===== config.mk =====
export PLATFORM = sky130hd
export DESIGN_NAME = eth_rx_addr_filter_flat
export DESIGN_NICKNAME = d
export VERILOG_FILES = /design/src/rtl/eth_pkg.sv /design/src/rtl/eth_rx_addr_filter_if.sv /design/src/rtl/eth_addr_table.sv /design/src/rtl/eth_rx_addr_filter.sv /design/src/flat_wrapper.sv
export SDC_FILE = /design/constraint.sdc
export NUM_CORES = 1
export LEC_CHECK = 0
export CORE_MARGIN = 2
export CORE_UTILIZATION = 29
export CTS_BUF_LIST = sky130_fd_sc_hd__clkbuf_8
export DETAILED_ROUTE_END_ITERATION = 12
export PLACE_DENSITY = 0.55
export SYNTH_ARGS = -nofsm -noshare
export SYNTH_HDL_FRONTEND = slang
export SYNTH_SLANG_ARGS = --single-unit
export TNS_END_PERCENT = 1

===== constraint.sdc =====
create_clock -name clk_i -period 15.1 [get_ports clk_i]
set_clock_uncertainty 0.15 [all_clocks]
set_input_delay 3.02 -clock clk_i [delete_from_list [all_inputs] [get_ports clk_i]]
set_output_delay 3.02 -clock clk_i [all_outputs]
set_load 0.01 [all_outputs]

===== src/rtl/eth_pkg.sv =====
// Shared types and constants for the receive-side destination-address filter.
package eth_pkg;

  typedef enum logic [2:0] {
    IDLE,
    CAPT,
    SCAN,
    WAITEND,
    VERDICT,
    LOAD
  } flt_state_e;

  localparam logic [47:0] BCAST_MAC     = 48'hFFFF_FFFF_FFFF;
  localparam logic [3:0]  NOHIT         = 4'hF;
  localparam int          WORDS_PER_MAC = 3;

endpackage


===== src/rtl/eth_rx_addr_filter_if.sv =====
// Receive-buffer write stream snooped by the address filter.
// Signal suffixes follow the filter's point of view (it only ever listens).
interface eth_rx_addr_filter_if #(
  parameter int AW = 10
);
  logic          rxwrn_i;
  logic [AW-1:0] rxaddr_i;
  logic [15:0]   rxdata_i;
  logic          rxrdy_i;

  modport master (output rxwrn_i, rxaddr_i, rxdata_i, rxrdy_i);
  modport slave  (input  rxwrn_i, rxaddr_i, rxdata_i, rxrdy_i);
endinterface


===== src/rtl/eth_addr_table.sv =====
// Station address table: NADDR x 48-bit entries, written one 16-bit word at a
// time, with per-entry valid bits and a combinational indexed read port.
module eth_addr_table
  import eth_pkg::*;
#(
  parameter int NADDR = 14
) (
  input  logic             clk_i,
  input  logic             rst_i,
  input  logic             we_i,
  input  logic [3:0]       wr_ent_i,
  input  logic [1:0]       wr_word_i,
  input  logic [15:0]      wr_data_i,
  input  logic [3:0]       rd_idx_i,
  output logic [47:0]      rd_mac_o,
  output logic             rd_vld_o,
  output logic [NADDR-1:0] vld_o
);

  localparam int MAC_W = 16 * WORDS_PER_MAC;

  logic [MAC_W-1:0] r_mac [NADDR];
  logic [NADDR-1:0] r_vld;

  // NOTE: table data has no reset; the valid bits alone decide whether an entry is used.
  // NOTE: sequential state uses <= so every register samples pre-edge values.
  always_ff @(posedge clk_i) begin
    if (we_i) begin
      case (wr_word_i)
        2'd0:    r_mac[wr_ent_i][15:0]  <= wr_data_i;
        2'd1:    r_mac[wr_ent_i][31:16] <= wr_data_i;
        default: r_mac[wr_ent_i][47:32] <= wr_data_i;
      endcase
    end
  end

  // An entry becomes usable once its last word lands.
  always_ff @(posedge clk_i) begin
    if (rst_i) begin
      r_vld <= '0;
    end else if (we_i && wr_word_i == 2'd2) begin
      r_vld[wr_ent_i] <= 1'b1;
    end
  end

  // NOTE: defaults first so no path through the block can infer a latch.
  always_comb begin
    rd_mac_o = '0;
    rd_vld_o = 1'b0;
    if (int'(rd_idx_i) < NADDR) begin
      rd_mac_o = r_mac[rd_idx_i];
      rd_vld_o = r_vld[rd_idx_i];
    end
  end

  assign vld_o = r_vld;

endmodule


===== src/rtl/eth_rx_addr_filter.sv =====
// Receive destination-address filter: snoops buffer writes, matches the
// destination MAC against the station table and strobes an accept/reject
// verdict at frame end. Define FLT_STATS_EN to add the rej_cnt_o counter.
module eth_rx_addr_filter
  import eth_pkg::*;
#(
  parameter int NADDR = 14,
  parameter int AW    = 10
) (
  input  logic                 clk_i,
  input  logic                 rst_i,
  eth_rx_addr_filter_if.slave  bus,
  input  logic                 setup_i,
  input  logic                 mcast_i,
  input  logic                 promis_i,
  output logic                 vld_o,
  output logic                 accept_o,
  output logic [3:0]           hit_idx_o,
  output logic                 bcast_o,
  output logic                 runt_o,
  output logic                 setup_done_o,
  output logic [NADDR-1:0]     tbl_vld_o
`ifdef FLT_STATS_EN
  ,
  output logic [15:0]          rej_cnt_o
`endif
);

  localparam int         LOAD_WORDS = WORDS_PER_MAC * NADDR;
  localparam logic [3:0] LAST_IDX   = 4'(NADDR - 1);

  flt_state_e  r_state;
  logic [47:0] r_dst;
  logic [3:0]  r_idx;
  logic [3:0]  r_hit_idx;
  logic        r_rdy_q;
  logic        r_pend;
  logic        r_runt;

  logic        r_vld;
  logic        r_accept;
  logic        r_bcast;
  logic        r_runt_o;
  logic [3:0]  r_hit_idx_o;
  logic        r_setup_done;

  logic        w_wr;
  logic        w_start;
  logic        w_rdy_rise;
  logic        w_tbl_we;
  logic [3:0]  w_ld_ent;
  logic [1:0]  w_ld_word;
  logic [47:0] w_rd_mac;
  logic        w_rd_vld;
  logic        w_hit;
  logic        w_accept;

  assign w_wr       = ~bus.rxwrn_i;
  assign w_start    = w_wr && (bus.rxaddr_i == '0);
  assign w_rdy_rise = bus.rxrdy_i & ~r_rdy_q;

  // Setup-frame word a lands in entry a/3, word a%3.
  assign w_ld_ent  = 4'(bus.rxaddr_i / AW'(WORDS_PER_MAC));
  assign w_ld_word = 2'(bus.rxaddr_i % AW'(WORDS_PER_MAC));
  assign w_tbl_we  = w_wr && (w_start ? setup_i : (r_state == LOAD))
                     && (int'(bus.rxaddr_i) < LOAD_WORDS);

  eth_addr_table #(
    .NADDR (NADDR)
  ) u_table (
    .clk_i     (clk_i),
    .rst_i     (rst_i),
    .we_i      (w_tbl_we),
    .wr_ent_i  (w_ld_ent),
    .wr_word_i (w_ld_word),
    .wr_data_i (bus.rxdata_i),
    .rd_idx_i  (r_idx),
    .rd_mac_o  (w_rd_mac),
    .rd_vld_o  (w_rd_vld),
    .vld_o     (tbl_vld_o)
  );

  assign w_hit    = w_rd_vld && (w_rd_mac == r_dst);
  assign w_accept = promis_i | (~r_runt & ((r_dst == BCAST_MAC) | (r_dst[0] & mcast_i)
                                           | (r_hit_idx != NOHIT)));

  always_ff @(posedge clk_i) begin
    if (rst_i) begin
      r_state      <= IDLE;
      r_dst        <= '0;
      r_idx        <= '0;
      r_hit_idx    <= NOHIT;
      r_rdy_q      <= 1'b0;
      r_pend       <= 1'b0;
      r_runt       <= 1'b0;
      r_vld        <= 1'b0;
      r_accept     <= 1'b0;
      r_bcast      <= 1'b0;
      r_runt_o     <= 1'b0;
      r_hit_idx_o  <= NOHIT;
      r_setup_done <= 1'b0;
    end else begin
      r_rdy_q      <= bus.rxrdy_i;
      r_vld        <= 1'b0;
      r_setup_done <= 1'b0;
      // A write to address 0 starts a new frame from any state; the old one is dropped.
      if (w_start) begin
        r_idx         <= '0;
        r_hit_idx     <= NOHIT;
        r_pend        <= 1'b0;
        r_runt        <= 1'b0;
        r_dst[15:0]   <= bus.rxdata_i;
        r_state       <= setup_i ? LOAD : CAPT;
      end else begin
        case (r_state)
          CAPT: begin
            if (w_wr && bus.rxaddr_i == AW'(1)) begin
              r_dst[31:16] <= bus.rxdata_i;
            end
            if (w_wr && bus.rxaddr_i == AW'(2)) begin
              r_dst[47:32] <= bus.rxdata_i;
              r_pend       <= w_rdy_rise;
              r_state      <= SCAN;
            end else if (w_rdy_rise) begin
              r_runt  <= 1'b1;
              r_state <= VERDICT;
            end
          end
          SCAN: begin
            if (w_hit || r_idx == LAST_IDX) begin
              if (w_hit) begin
                r_hit_idx <= r_idx;
              end
              r_state <= (r_pend || w_rdy_rise) ? VERDICT : WAITEND;
            end else begin
              r_idx <= r_idx + 4'd1;
              if (w_rdy_rise) begin
                r_pend <= 1'b1;
              end
            end
          end
          WAITEND: begin
            if (w_rdy_rise) begin
              r_state <= VERDICT;
            end
          end
          VERDICT: begin
            r_vld       <= 1'b1;
            r_accept    <= w_accept;
            r_bcast     <= ~r_runt & (r_dst == BCAST_MAC);
            r_runt_o    <= r_runt;
            r_hit_idx_o <= r_hit_idx;
            r_state     <= IDLE;
          end
          LOAD: begin
            if (w_rdy_rise) begin
              r_setup_done <= 1'b1;
              r_state      <= IDLE;
            end
          end
          default: r_state <= IDLE;
        endcase
      end
    end
  end

  assign vld_o        = r_vld;
  assign accept_o     = r_accept;
  assign hit_idx_o    = r_hit_idx_o;
  assign bcast_o      = r_bcast;
  assign runt_o       = r_runt_o;
  assign setup_done_o = r_setup_done;

`ifdef FLT_STATS_EN
  logic [15:0] r_rej_cnt;

  always_ff @(posedge clk_i) begin
    if (rst_i) begin
      r_rej_cnt <= '0;
    end else if (r_state == VERDICT && !w_start && !w_accept && r_rej_cnt != 16'hFFFF) begin
      r_rej_cnt <= r_rej_cnt + 16'd1;
    end
  end

  assign rej_cnt_o = r_rej_cnt;
`endif

endmodule

===== src/flat_wrapper.sv =====
// flat-port wrapper written by rule: the top's interface ports become plain ports
module eth_rx_addr_filter_flat import eth_pkg::*;
#(
  parameter int NADDR = 14,
  parameter int AW    = 10
)
  (clk_i, rst_i, setup_i, mcast_i, promis_i, vld_o, accept_o, hit_idx_o, bcast_o, runt_o, setup_done_o, tbl_vld_o, bus_rxwrn_i, bus_rxaddr_i, bus_rxdata_i, bus_rxrdy_i);
  eth_rx_addr_filter_if #(.AW(AW)) bus_i ();
  input  logic clk_i;
  input  logic rst_i;
  input  logic setup_i;
  input  logic mcast_i;
  input  logic promis_i;
  output logic vld_o;
  output logic accept_o;
  output logic [3:0] hit_idx_o;
  output logic bcast_o;
  output logic runt_o;
  output logic setup_done_o;
  output logic [NADDR-1:0] tbl_vld_o;
  input wire logic [$bits(bus_i.rxwrn_i)-1:0] bus_rxwrn_i;
  input wire logic [$bits(bus_i.rxaddr_i)-1:0] bus_rxaddr_i;
  input wire logic [$bits(bus_i.rxdata_i)-1:0] bus_rxdata_i;
  input wire logic [$bits(bus_i.rxrdy_i)-1:0] bus_rxrdy_i;
  assign bus_i.rxwrn_i = bus_rxwrn_i;
  assign bus_i.rxaddr_i = bus_rxaddr_i;
  assign bus_i.rxdata_i = bus_rxdata_i;
  assign bus_i.rxrdy_i = bus_rxrdy_i;
  eth_rx_addr_filter #(.NADDR(NADDR), .AW(AW)) u_core (.clk_i(clk_i), .rst_i(rst_i), .bus(bus_i), .setup_i(setup_i), .mcast_i(mcast_i), .promis_i(promis_i), .vld_o(vld_o), .accept_o(accept_o), .hit_idx_o(hit_idx_o), .bcast_o(bcast_o), .runt_o(runt_o), .setup_done_o(setup_done_o), .tbl_vld_o(tbl_vld_o));
endmodule

# [Yosys cells after proc, flatten, opt, wreduce, memory -nomap -nowiden]
# Memories as Yosys holds them, arrays and structs flattened. A register that Yosys moved wholly into a read port is not among the register bits.
# Cells that the tools add are included.
[op_classes] addsub=1 div=2 n_lt_le_gt_ge=5 n_eq_ne=18 mux=32 bitwise=15 reduce_logical=24
[op_table] operator="$eq A48 B48 Y1" count=1
[op_table] operator="$eq A48 B48 Y1 const B" count=1
[op_table] operator="$mux W48" count=1
[op_table] operator="$mux W3" count=7
[op_table] operator="$mux W1" count=18
[op_table] operator="$or A14 B14 Y14" count=1
[op_table] operator="$pmux W3 S4" count=1
[op_table] operator="$reduce_and A3 Y1" count=4
[op_table] operator="$div A10 B2 Y10 const B" count=1
[op_table] operator="$eq A10 B1 Y1 const B" count=1
[op_table] operator="$eq A10 B2 Y1 const B" count=1
[op_table] operator="$logic_not A10 Y1" count=1
[op_table] operator="$lt A10 B6 Y1 const B" count=1
[op_table] operator="$lt A4 B5 Y1 const B" count=2
[op_table] operator="$mod A10 B2 Y10 const B" count=1
[op_table] operator="$logic_and A1 B1 Y1" count=8
[op_table] operator="$mux W4" count=2
[op_table] operator="$not A1 Y1" count=7
[op_table] operator="$eq A3 B2 Y1 const B" count=2
[op_table] operator="$eq A3 B3 Y1 const B" count=2
[op_table] operator="$ne A3 B1 Y1 const B" count=2
[op_table] operator="$reduce_and A2 Y1" count=3
[op_table] operator="$add A4 B1 Y4 const B" count=1
[op_table] operator="$and A1 B1 Y1" count=4
[op_table] operator="other kinds (19)" count=24
[totals] ff_bits=85 ram_bits=672 in_bits=33 out_inout_bits=23 word_cells=114 memories=1
[mem_list] memory="u_core.u_table.r_mac" depth=14 width=48 rd=1 rd_ports_with_merged_regs=1 wr=1 line_no="eth_addr_table.sv:22" source="logic [MAC_W-1:0] r_mac [NADDR];"

# [Longest topological paths before layout]
# Gate-level depths: netlist of the first run.
[logic_depth] depth_word=9 mapped_depth=20 mapped_depth_nobuf=17

# [Cells and area by module]
# A second synthesis of the first run with hierarchy kept.
[hier_totals] cells_unflattened=1797 hier_area_um2=30384.1
[by_module_without_submodules] module="eth_addr_table" instances=1 cells_per_inst=1326 area_each_um2=26514.2 seq_area_each_um2=20459.6
[by_module_without_submodules] module="eth_rx_addr_filter" instances=1 cells_per_inst=471 area_each_um2=3870.0 seq_area_each_um2=1421.4

# [Least setup slack after synthesis of the first run]
# No wires, ideal clock.
[synth_path] path_type="input to register" from="in bus_rxaddr_i[4]" to="mem u_core.u_table.r_mac[0][0] (netlist name), enable pin" setup_ns=0.430 arrival_ns=7.954 t_required_ns=14.520 slack_ns=6.565 cell_stages=17 n_path_buf=3 cell_sequence="or4b_1 mux2i_1 a2bb2oi_1 nor2_1 buf_2 nand3_1 nand3_1 o21a_1 ha_1 a31o_2 buf_2 xor2_1 ha_1 a21o_1 or3_1 clkbuf_1 nor4_1"
[synth_via] elab_chain_cells=7 word_cells_on_any_way=12 classes_between="2 x div; 1 x order compare; 4 x mux; 5 x reduce/logical"
[synth_lines] element="from (decl)" line_no="flat_wrapper.sv:22" source="input wire logic [$bits(bus_i.rxaddr_i)-1:0] bus_rxaddr_i;"
[synth_lines] element="parallel branches: the longest is 7 deep, another holds $mod A10 B2 Y10"
[synth_lines] element="to (decl)" line_no="eth_addr_table.sv:22"
# Parallel ways; which one is timed is not known.

# [Worst setup path in the final report of the first run]
[layout_path] from="in bus_rxaddr_i[4]" to="mem u_core.u_table.r_mac[13][42] (netlist name), enable pin"
[layout_via] elab_chain_cells=7 word_cells_on_any_way=14 classes_between="2 x div; 1 x order compare; 1 x eq/ne; 4 x mux; 6 x reduce/logical"
[layout_lines] element="parallel branches: the longest is 7 deep, another holds $mod A10 B2 Y10"
# Parallel ways; which one is timed is not known.

==> metrics.md, run 1 <==
| Metric | Value |
|---|---|
| Status | `finished clean` |
| Pins Over Slew Limit | `0` |
| TritonCTS clock tree | `done` |
| Yosys top cell area share | `64.0%` |
| Initial core utilization | `29.3%` |
| Worst setup EP type | `flip-flop` |
| Die height | `334 um` |
| Total gr overflow | `0` |
| Max incr delay on CP | `820 ps` |
| Sw frac | `23.1%` |
| CP bufs+invs | `1` |
| Max FO, Critical Path | `16` |
| Die W | `334 um` |
| Endpoint, Worst Hold | `u_core.runt_o` |
| Tightest Hold Check Type | `flip-flop to flip-flop` |
| F_max | `0.113 GHz` |
| Met2 usage | `25.9%` |
| #FFs+latches synth | `761` |
| Number of global-route vias before repair | `19,100` |
| Fin crit share | `58.4%` |
| Crit path max-delay family | `simple AND/OR/NAND/NOR gates` |
| # port buffers | `55` |
| H-tree Lvls | `4` |
| Post-DP HPWL | `58,500 um` |
| DR iter-0 viols | `2,268` |
| Max Root-Sink Buffers | `3` |
| GRT Overall Usage | `16.8%` |
| Clock transition at path regs | `50 ps` |
| Pint | `0.00316 W` |
| Grt met3 use | `3.72%` |
| Synth unique cells | `83` |
| YS warnings | `0` |
| Layer with the highest usage | `met2` |
| Hold_buf cts | `0` |
| Post-Syn Area | `31,500 um^2` |
| FFs w/ async S/R, synth | `0%` |
| WP depth | `17` |
| DR pass1 iterations | `5` |
| Crit path launch type | `primary input` |
| Postcts setup bufs | `0` |
| VDD IR max | `0.0606 mV` |
| CTS resizes | `0` |
| Routed Antenna Nets | `0` |
| RD Place Congestion | `0.942` |
| Reg-to-Reg End | `u_core.r_pend` |
| First-pass GRT wire length | `137,000 um` |
| Clock group share of total power | `41.3%` |
| Most used DFF post-synth | `edfxtp_1` |
| Final setup fails | `0` |
| R2r setup slk | `8150 ps` |
| NetSw | `0.000952 W` |
| Seq pwr share | `55.6%` |
| Post-synth EDFFs | `672` |
| CP required | `15,340 ps` |
| Fillers | `10,400` |
| Final hold viol count | `0` |
| DRC Markers | `0` |
| Met1 Use GR | `23.9%` |
| Layout cells sized above 1 | `20.7%` |
| Mapped Cells | `2,013` |
| Via Count | `19,100` |
| Core Box Area | `108,000 um^2` |
| Hold path depth | `2` |
| Nets | `2,188` |
| Slew @ Worst Pin | `1270 ps` |
| Area overhead of the layout relative to synthesis | `14.9%` |
| Comb power frac | `3.1%` |
| Net Count, Synth | `2,050` |
| Drt total wl | `94,500 um` |
| Crit Path Class | `primary input to flip-flop` |
| PD cells | `114 nW/um^2` |
| Final min period | `8820 ps` |
| Pwr Total | `0.00411 W` |
| Leakage | `11.2 nW` |
| Wirelength per Cell | `25.9 um` |
| Initial antenna violation count | `6` |
| Die area | `111,000 um^2` |
| Worst Path Arrival | `9070 ps` |
| Num CTS Buffers | `131` |
| Seq/Total Area, Yosys | `69.6%` |
| Via density | `5.23` |
| Worst path slowest cell | `nor2_2` |
| Syn avg cell area | `15.7 um^2` |
| R2R depth | `13` |
| CTS root buf | `clkbuf_8` |
| Slew margin rel. | `15.3%` |
| RSZ-0062 raised after global routing | `no` |
| CP cell instances | `clkdlybuf4s50_1 -> or3b_1 -> and3_1 -> o32ai_1 -> nor2_1 -> nand3_1 -> nand3_1 -> o21a_1 -> ha_1 -> nor2_1 -> or4b_2 -> a31oi_1 -> o41ai_2 -> a211oi_4 -> nand2_1 -> a21o_1 -> nor2_2` |
| # rows | `120` |
| Largest net degree at the start of global routing | `80` |
| Largest cells by area after synthesis | `edfxtp_1 64%, dfxtp_1 5.7%, mux4_2 5.4%, mux2i_1 5.2%, mux2_2 2.7%` |
| # IOs | `56` |
| Number of clock sinks | `761` |
| Max-cap violation count | `0` |
| Min-delay src | `u_core.runt_o` |
| Leading area contributor after synthesis | `edfxtp_1` |
| Final TNS setup | `0 ps` |
| Latest clock arrival within the worst-skew pair | `790 ps` |
## through the flow
stage	util [%]	setup slack, ps	cells	instance area, um^2	hold WS (ps)
after global routing	33.7	5780	3651	36200	356
after global placement	31.5	5600	3421	33900	307
after CTS	33.7	6350	3650	36200	315
after floorplan	-	6570	2013	31500	302
after detailed placement	31.5	5530	3421	33900	305
final	33.7	6280	3652	36200	314
## final cells by class
| class | instances | area, um^2 | share of cell area, % |
|---|---|---|---|
| sequential | 761 | 22000 | 60.7 |
| antenna | 2 | 5.00 | 0.0138 |
| multi-input combinational | 1114 | 9110 | 25.1 |
| inverter | 19 | 71.3 | 0.197 |
| clock inverter | 95 | 488 | 1.35 |
| tap | 1403 | 1760 | 4.85 |
| timing repair buffer | 124 | 983 | 2.71 |
| clock buffer | 134 | 1840 | 5.09 |
## worst max-delay path by stage
stage          slack (ps)             from                           end
2_1_floorplan        6570  bus_rxaddr_i[4]    u_core.u_table.r_mac[0][0]
3_3_place_gp         5600  bus_rxaddr_i[5]  u_core.u_table.r_mac[13][38]
3_5_place_dp         5530  bus_rxaddr_i[5]  u_core.u_table.r_mac[13][37]
4_1_cts              6350  bus_rxaddr_i[5]  u_core.u_table.r_mac[13][42]
5_1_grt              5780  bus_rxaddr_i[5]  u_core.u_table.r_mac[13][46]
6_report             6280  bus_rxaddr_i[4]  u_core.u_table.r_mac[13][42]
## worst min-delay path: cells and delay by family (launching register included)
| family | cells | cell delay, ps |
|---|---|---|
| AOI/OAI and AO/OA | 1 | 60 |
| DFF | 1 | 310 |
| and+or+nand+nor | 1 | 50 |
## power by group through the flow
| stage | clock (W) | combinational (W) | sequential (W) |
|---|---|---|---|
| 2_1_floorplan | 0 | 0.0000474 | 0.00233 |
| 3_3_place_gp | 0 | 0.000122 | 0.00233 |
| 3_5_place_dp | 0 | 0.000125 | 0.00233 |
| 4_1_cts | 0.00174 | 0.000126 | 0.00229 |
| 5_1_grt | 0.00183 | 0.000134 | 0.00229 |
| 6_report | 0.00170 | 0.000127 | 0.00229 |
## synthesized netlist by cell type (all sizes together), types with 24 or more instances
cell	count
nand3	24
mux2	78
clkbuf	49
dfxtp	89
a21oi	80
mux4	75
mux2i	165
buf	70
o21ai	50
a22oi	37
edfxtp	672
nor2	92
o22ai	30
nor3	50
nand2	126
nor4	25
## kinds of logic after synthesis
group                    count (synthesis)  share of synthesized area, %
AO/OA/AOI/OAI                          319                          6.80
AND/OR/NAND/NOR                        452                          7.28
XOR/XNOR                                21                         0.583
flip-flops                             761                          69.6
adder cells (fa/ha/maj)                  4                         0.159
buffers and inverters                  138                          2.14
multiplexers                           318                          13.4
## layout by cell type (no fill, tap or decap), types with 37 or more instances in the layout
cell / Yosys / routed
edfxtp_1: 672 / 672
clkdlybuf4s50_1: 0 / 38
dfxtp_1: 89 / 85
mux2_2: 77 / 77
a21oi_1: 80 / 80
inv_1: 19 / 51
nor2_1: 91 / 89
nand2_1: 126 / 126
a22oi_1: 37 / 37
buf_4: 23 / 69
mux2i_1: 165 / 165
mux4_2: 75 / 75
o21ai_0: 49 / 49
clkbuf_8: 0 / 134
## state kept, by name, indices dropped and copies added, names as in the netlist, 3 cells and up, named ones only
name	flops
u_core.u_table.r_mac	672
u_core.r_dst	48
u_core.u_table.vld_o	14
u_core.hit_idx_o	4
u_core.r_hit_idx	4
u_core.r_idx	4
u_core.r_state	3
## per-layer routing
layer / share of wire [%] / vias to the layer above
met5: 0 / -
met4: 2.4 / 0
met3: 7.4 / 150
met2: 45 / 887
met1: 45 / 9783
li1: - / 8265
(Power assumes the default switching activity.)
==> inputs of run 2 (changes only) <==
==> constraint.sdc (replaced) <==
create_clock -name clk_i -period 8.2 [get_ports clk_i]
set_clock_uncertainty 0.15 [all_clocks]
set_input_delay 1.64 -clock clk_i [delete_from_list [all_inputs] [get_ports clk_i]]
set_output_delay 1.64 -clock clk_i [all_outputs]
set_load 0.01 [all_outputs]
==> metrics.md, run 2 (synthesis gave the netlist of run 1 again) <==
| Metric | Value |
|---|---|
| Tightest Hold Check Type | `flip-flop to flip-flop` |
| Number of clock sinks | `761` |
| RSZ-0062 raised after global routing | `no` |
| Slew margin rel. | `20.4%` |
| Most frequent cells in the layout | `672 x edfxtp_1, 165 x mux2i_1, 138 x clkbuf_8, 126 x nand2_1, 89 x nor2_1` |
| Max FFs per register | `672` |
| Final min period | `6890 ps` |
| Layout cells sized above 1 | `21.6%` |
| Latest clock arrival within the worst-skew pair | `800 ps` |
| Num CTS Buffers | `132` |
| Clock transition at path regs | `60 ps` |
| GRT Overall Usage | `17.1%` |
| Status | `finished clean` |
| Fin crit share | `84.0%` |
| # rows | `120` |
| Post-DP HPWL | `59,800 um` |
| Worst setup EP type | `flip-flop` |
| Worst Path Arrival | `7140 ps` |
| Initial antenna violation count | `5` |
| Max FO, Critical Path | `16` |
| Max-cap violation count | `0` |
| Routed Antenna Nets | `0` |
| Final setup fails | `0` |
| DR pass1 iterations | `5` |
| CP endpoint | `u_core.u_table.r_mac[13][40]` |
| R2r setup slk | `2800 ps` |
| R2R depth | `11` |
| Fillers | `10,400` |
| Leakage | `11.4 nW` |
| Via density | `5.27` |
| # IOs | `56` |
| Initial core utilization | `29.3%` |
| TritonCTS clock tree | `done` |
| Final TNS setup | `0 ps` |
| Crit path launch type | `primary input` |
| Largest net degree at the start of global routing | `82` |
| Max Root-Sink Buffers | `3` |
| Reg-to-Reg End | `u_core.r_pend` |
| First-pass GRT wire length | `138,000 um` |
| H-tree Lvls | `4` |
| Core Box Area | `108,000 um^2` |
| Reg with most FFs | `u_core.u_table.r_mac` |
| Area overhead of the layout relative to synthesis | `16.3%` |
| DRC Markers | `0` |
| VDD IR max | `0.134 mV` |
| Crit Path Class | `primary input to flip-flop` |
| PD cells | `215 nW/um^2` |
| Die height | `334 um` |
| Die area | `111,000 um^2` |
| CP required | `8450 ps` |
| Total gr overflow | `0` |
| Hold slack final | `316 ps` |
| Via Count | `19,400` |
| Number of global-route vias before repair | `19,300` |
| Hold_buf cts | `0` |
| F_max | `0.145 GHz` |
| DR iter-0 viols | `2,030` |
| Pins Over Slew Limit | `0` |
| Slew @ Worst Pin | `1190 ps` |
| Commonest non-fill, non-tap cell in the layout | `edfxtp_1` |
| Worst setup startpoint | `bus_rxaddr_i[4]` |
| Die W | `334 um` |
| CTS resizes | `0` |
| Nets | `2,207` |
| Wirelength per Cell | `26.1 um` |
| # port buffers | `55` |
| RD Place Congestion | `0.938` |
| Postcts setup bufs | `0` |
| Final hold viol count | `0` |
| CTS root buf | `clkbuf_8` |
| Drt total wl | `96,200 um` |
## run 2: final cells by class
type | count | area, um^2 | share of cell area (%)
antenna | 5 | 12.5 | 0.0341
tap | 1403 | 1760 | 4.79
sequential | 761 | 22000 | 59.9
inverter | 19 | 71.3 | 0.195
multi-input combinational | 1114 | 9100 | 24.8
clock inverter | 105 | 703 | 1.92
timing repair buffer | 142 | 1140 | 3.12
clock buffer | 138 | 1900 | 5.18
## run 2: power breakdown
group	switching, W	total (W)	internal, W
registers	0.000000159	0.00421	0.00421
logic	0.000197	0.000249	0.0000526
clock network	0.00160	0.00344	0.00183
total	0.00180	0.00790	0.00610
## run 2: critical path, cell delays in order
cell             delay (ps)
clkdlybuf4s50_1         630
or4b_1                  640
mux2i_1                 230
a2bb2oi_1               450
nor2_1                  130
nand3_1                 130
nand3_1                 100
o21a_1                  130
ha_1                    220
nor2_1                  180
or4b_2                  600
a31oi_1                 230
o41ai_2                 130
a211oi_4                400
nand2_1                 130
a21o_1                  330
nor2_2                  820
## run 2: metrics by stage
stage / worst slack (ps) / cells / power (W) / instance area, um^2 / utilization, %
floorplan: 1050 / 2013 / 0.00438 / 31500 / -
global placement: 772 / 3439 / 0.00453 / 34000 / 31.7
detailed placement: 597 / 3439 / 0.00454 / 34000 / 31.7
CTS: 1420 / 3682 / 0.00796 / 36600 / 34.1
global route: 932 / 3686 / 0.00814 / 36700 / 34.1
finish: 1310 / 3687 / 0.00790 / 36700 / 34.1
## run 2: per-layer routing
layer / part of all wire [%] / vias up / wire [um] / global-route usage, %
li1: - / 8312 / - / -
met1: 44 / 10000 / 41900 / 23.6
met2: 46 / 905 / 43900 / 26.4
met3: 7.7 / 171 / 7440 / 3.52
met4: 3.1 / 2 / 2990 / 6.27
met5: 0.014 / - / 13 / 0
## run 2: worst min path at each step
stage | start | endpoint | slack, ps | depth (start not counted)
finish | u_core.runt_o | u_core.runt_o | 320 | 2
global route | u_core.runt_o | u_core.runt_o | 330 | 2
CTS | u_core.runt_o | u_core.runt_o | 320 | 2
detailed placement | u_core.runt_o | u_core.runt_o | 310 | 2
global placement | u_core.runt_o | u_core.runt_o | 300 | 2
floorplan | u_core.r_runt | u_core.runt_o | 300 | 2
